File: src/rtl/mem_port_arbiter.sv
// Two-requester round-robin arbiter for the shared memory-address port (A = fetch, B = load/store).
// Optional build macro ARB_FIXED_PRIO_EN: A wins ties; the hold limit still bounds B's wait.
module mem_port_arbiter #(
  parameter int SIZE     = 8,
  parameter int MAX_HOLD = 4
) (
  input  logic            clk_i,
  input  logic            rst_i,
  input  logic            req_a_i,
  input  logic            req_b_i,
  input  logic [SIZE-1:0] addr_a_i,
  input  logic [SIZE-1:0] addr_b_i,
  input  logic            done_i,
  output logic            gnt_a_o,
  output logic            gnt_b_o,
  output logic            sel_o,
  output logic [SIZE-1:0] addr_out_o,
  output logic            busy_o
);

  typedef enum logic [1:0] {IDLE, OWN_A, OWN_B} state_e;

  localparam int CNT_W = $clog2(MAX_HOLD) + 1;
  localparam logic [CNT_W-1:0] HOLD_LIM = CNT_W'(MAX_HOLD - 1);

  state_e           state_q, state_d;
  logic             last_b_q, last_b_d;   // 1: B was the most recent owner
  logic [CNT_W-1:0] hold_q, hold_d;

  logic tie_to_a;
  logic hold_max;
  logic forced_a, forced_b;
  logic keep_a;

  assign hold_max = (hold_q == HOLD_LIM);
  assign forced_a = req_b_i && hold_max;
  assign forced_b = req_a_i && hold_max;

`ifdef ARB_FIXED_PRIO_EN
  assign tie_to_a = 1'b1;
  // A keeps the port after DONE while B waits, but the hold counter keeps running so B still gets in.
  assign keep_a   = req_a_i && !forced_a;
`else
  assign tie_to_a = last_b_q;
  assign keep_a   = 1'b0;
`endif

  always_comb begin
    state_d  = state_q;
    last_b_d = last_b_q;
    hold_d   = hold_q;
    case (state_q)
      IDLE: begin
        if (req_a_i && (!req_b_i || tie_to_a)) begin
          state_d  = OWN_A;
          last_b_d = 1'b0;
          hold_d   = '0;
        end else if (req_b_i) begin
          state_d  = OWN_B;
          last_b_d = 1'b1;
          hold_d   = '0;
        end
      end
      OWN_A: begin
        if (done_i || !req_a_i || forced_a) begin
          if (req_b_i && !keep_a) begin
            state_d  = OWN_B;
            last_b_d = 1'b1;
            hold_d   = '0;
          end else if (req_a_i) begin
            last_b_d = 1'b0;
            hold_d   = (req_b_i) ? hold_q + 1'b1 : '0;
          end else begin
            state_d = IDLE;
            hold_d  = '0;
          end
        end else begin
          hold_d = hold_max ? hold_q : hold_q + 1'b1;
        end
      end
      OWN_B: begin
        if (done_i || !req_b_i || forced_b) begin
          if (req_a_i) begin
            state_d  = OWN_A;
            last_b_d = 1'b0;
            hold_d   = '0;
          end else if (req_b_i) begin
            last_b_d = 1'b1;
            hold_d   = '0;
          end else begin
            state_d = IDLE;
            hold_d  = '0;
          end
        end else begin
          hold_d = hold_max ? hold_q : hold_q + 1'b1;
        end
      end
      default: begin
        state_d = IDLE;
        hold_d  = '0;
      end
    endcase
  end

  always_ff @(posedge clk_i) begin
    if (rst_i) begin
      state_q  <= IDLE;
      last_b_q <= 1'b1;
      hold_q   <= '0;
    end else begin
      state_q  <= state_d;
      last_b_q <= last_b_d;
      hold_q   <= hold_d;
    end
  end

  assign gnt_a_o = (state_q == OWN_A);
  assign gnt_b_o = (state_q == OWN_B);
  assign sel_o   = gnt_b_o;
  assign busy_o  = gnt_a_o | gnt_b_o;

  Scale_Mux #(.SIZE(SIZE)) u_mux (
    .sel_i (sel_o),
    .a_i   (addr_a_i),
    .b_i   (addr_b_i),
    .out_o (addr_out_o)
  );

endmodule

// 2:1 address mux; selects B when sel_i is high.
module Scale_Mux #(
  parameter int SIZE = 8
) (
  input  logic            sel_i,
  input  logic [SIZE-1:0] a_i,
  input  logic [SIZE-1:0] b_i,
  output logic [SIZE-1:0] out_o
);
  assign out_o = sel_i ? b_i : a_i;
endmodule

File: config.mk
export PLATFORM = sky130hd
export DESIGN_NAME = mem_port_arbiter
export DESIGN_NICKNAME = d
export VERILOG_FILES = /design/src/rtl/mem_port_arbiter.sv
export SDC_FILE = /design/constraint.sdc
export NUM_CORES = 1
export LEC_CHECK = 0
export CORE_MARGIN = 2
export CORE_UTILIZATION = 38
export CTS_CLUSTER_SIZE = 24
export DETAILED_ROUTE_END_ITERATION = 12
export PLACE_DENSITY = 0.77
export SLEW_MARGIN = 20
export SYNTH_ARGS = -nofsm -noshare
export SYNTH_HDL_FRONTEND = slang
export SYNTH_SLANG_ARGS = --single-unit
File: constraint.sdc
create_clock -name clk_i -period 2.3 [get_ports clk_i]
set_clock_uncertainty 0.2 [all_clocks]
set_input_delay 0.46 -clock clk_i [delete_from_list [all_inputs] [get_ports clk_i]]
set_output_delay 0.46 -clock clk_i [all_outputs]
set_load 0.05 [all_outputs]
==> run_results.csv <==
group,metric,value,unit
logic_synthesis,synth_ff_type,"sky130_fd_sc_hd__dfxtp_1",
logic_synthesis,synthesis.area_per_instance,8.85,um2
job,maxCapViolations,0,
routing,detailedRoute.firstIterationViolations,14,
floorplanning,die_width,44.9,um
placement,port_buffers,32,
logic_synthesis,ys_types,30,
routing,detail_route.wirelength,1.69,mm
timing,finalCritPeriodShare,95.4,%
hold_path,hold_path.class,"reg -> reg",
setup_path,timing_worst_setup_path_type,"reg -> out",
grt,remaining_global_route_overflow,0,
logic_synthesis,async_flop_share,0,%
setup_path,critPathArrivalTime,1.54,ns
floorplanning,die_height,44.9,um
logic_synthesis,synth_top_cells_by_area,"sky130_fd_sc_hd__dfxtp_1 (19%), sky130_fd_sc_hd__mux2_2 (14%), sky130_fd_sc_hd__ha_1 (9.8%)",
hold_path,hold_crit_start,"hold_q[2]",
floorplanning,fp.dieArea,0.00202,mm2
clock_tree,clk_pin_slew_worst_paths,0.04,ns
floorplanning,core_box_area,0.00154,mm2
clock_tree,clock_root_cell,"sky130_fd_sc_hd__clkbuf_4",
setup_path,critical_path.startpoint_type,"flip-flop",
logic_synthesis,netlist.top_cell.by_area,"sky130_fd_sc_hd__dfxtp_1",
placement,placedCellCount,117,
routing,routed_length_per_placed_instance,14.1,um
timing,worst_max_slew_pin_slew,0.389,ns
routing,num_vias,646,
timing,finalMaxSlewViolations,0,
logic_synthesis,combinational_family_with_the_most_area_after_synthesis,"compound AO/OA/AOI/OAI gates",
clock_tree,cts.path.max_buffers,2,
grt,first_global_vias,619,
logic_synthesis,post_synthesis_simple_gate_area_fraction,19.6,%
setup_path,endpoint_kind,"output pin",
finish,finalNonFillerCells,120,
timing,finalSetupTns,0,ns
logic_synthesis,synth_adder_area_share,9.82,%
logic_synthesis,synth_xor_xnor_area_share,0,%
grt,first_pass_grt_wire_length,2.62,mm
setup_path,timing.critical_path.fanout_max,14,
finish,filler_cell_count,127,
timing,timing.final.hold_violations,0,
run_status,run_status,"completed",
timing,minimum_clock_period,2.20,ns
finish,final_layout_size_suffix_gt1_share,27.9,%
placement,place.detailed.hpwl,1.39,mm
placement,gp_congestion,0.795,
timing,grt_setup_unrepaired,"false",
floorplanning,std_cell_rows,14,
timing,timing.hold.ws,0.268,ns
logic_synthesis,seq_area_frac_synth,18.9,%
grt,grt_total_usage,18.3,%
clock_tree,cts_tree,"yes",
pwr,power.ir.vdd_worst,0.618,mV
logic_synthesis,synth.cell_area,637,um2
logic_synthesis,syn-num-nets,98,
logic_synthesis,netlist.area_leader.share,18.9,%
timing,clock.fmax,0.456,GHz
logic_synthesis,synth_edf_count,0,
floorplanning,count_of_boundary_i_o_pins,33,
pwr,power.leakage,0.000466,uW
logic_synthesis,yosys_warnings,0,
logic_synthesis,post_synthesis_compound_gate_area_fraction,21.2,%
clock_tree,clock_tree.htree_level_count,1,
clock_tree,clkLatencyLatePin,0.24,ns
routing,avgViaCountPerCell,5.38,
grt,largest_net_degree_at_the_start_of_global_routing,15,
logic_synthesis,post_synth_inst_count,72,
grt,antenna_found_initial,0,
finish,synthToLayoutAreaGrowth,71.1,%
logic_synthesis,yosys_register_bits,6,
finish,regArea,120,um2
logic_synthesis,synth.mux.area_fraction,20.4,%
pwr,powerDensity,986,mW/mm2
routing,antenna_left,0,
clock_tree,total_clock_buffers_created_by_cts,3,
setup_path,critPathRequiredTime,1.64,ns
finish,finish.net_count,132,
finish,area_of_combinational_cells_with_multiple_inputs,465,um2
setup_path,r2r_slack,0.46,ns
finish,antennaDiodeCount,0,
floorplanning,start_util,41.3,%
timing,final-setup-viol-count,0,
clock_tree,clock_sinks,6,
routing,dr.pass1.iters,4,
setup_path,r2r_start,"state_q[1]",
setup_path,crit_path_start,"state_q[0]",
routing,drc_errors,0,
timing,max_slew_margin,74.0,%
[per-stage QoR]
stage | cell area, um2 | utilization [%] | setup slack [ns] | total power, uW
final | 1090 | 70.7 | 0.105 | 1070
after global routing | 1090 | 70.7 | 0.0253 | 1130
after CTS | 1090 | 70.7 | 0.0858 | 1080
after detailed placement | 1060 | 68.6 | 0.0923 | 968
after global placement | 1060 | 68.6 | 0.125 | 963
after floorplan | 639 | - | 0.186 | 641
[per-layer routing]
| layer | track usage [%] | wire, um |
|---|---|---|
| met1 | 20.2 | 667 |
| met2 | 31.7 | 864 |
| met3 | 8.40 | 118 |
| met4 | 4.71 | 37 |
| met5 | 0 | 0 |
[cell families (layout without fill, tap and decap cells)]
family                   Yosys count  count (layout)
AO/OA/AOI/OAI                     19              19
adder cells (fa/ha/maj)            5               5
buffers and inverters             11              43
flip-flops                         6               6
multiplexers                      12              12
AND/OR/NAND/NOR                   19              19
[cells in the final DEF (no fill, tap or decap), drive strengths merged, types with 3 or more instances in the layout]
cell | synthesis | final
inv | 7 | 7
buf | 4 | 13
clkbuf | 0 | 3
o21ai | 4 | 4
a21oi | 4 | 4
clkdlybuf4s50 | 0 | 20
ha | 5 | 5
nand2 | 4 | 4
mux2 | 8 | 8
mux2i | 4 | 4
dfxtp | 6 | 6
nor2 | 4 | 4
[power by group]
group          internal [uW]  switching, uW
combinational            401            429
clock                   58.9           36.4
sequential               125           24.1
total                    586            489
[cell usage after synthesis (all sizes together), types with 2 or more instances]
| library cell | instances |
|---|---|
| buf | 4 |
| nand2 | 4 |
| nor2b | 2 |
| dfxtp | 6 |
| nor2 | 4 |
| o21ai | 4 |
| a21oi | 4 |
| nand3 | 2 |
| ha | 5 |
| inv | 7 |
| a21boi | 2 |
| mux2 | 8 |
| a32o | 2 |
| mux2i | 4 |
[layout make-up]
type / count / share of cell area, %
clock buffers: 3 / 2.07
inverters: 7 / 2.41
multi-input cells: 55 / 42.7
flip-flops and latches: 6 / 11.0
well taps: 16 / 1.84
repair buffers: 33 / 40.0
[flip-flops by register name, indices dropped and copies added, names as in the netlist]
register / count
hold_q: 3
last_b_q: 1
state_q: 2
[path summary, 6_finish.rpt]
kind | to | depth (start not counted)
worst max-delay path | addr_out_o[5] | 4
worst min register to register | hold_q[2] | 1
worst max register to register | last_b_q | 6
worst min-delay path | hold_q[2] | 1
[worst max-delay path, cell delays in order (launching register included)]
cell and delay [ns]:
sky130_fd_sc_hd__dfxtp_1 0.33, sky130_fd_sc_hd__inv_1 0.12, sky130_fd_sc_hd__ha_4 0.29, sky130_fd_sc_hd__mux2_2 0.39, sky130_fd_sc_hd__buf_12 0.15
[what timing repair did]
action | CTS | global route
resized for setup | 1 | 0
buffers inserted | 0 | 0
endpoints found under the hold margin | 0 | 0
hold buffers | 0 | 0
setup endpoints to repair | 8 | 0
Power figures use the tool's default switching activity.
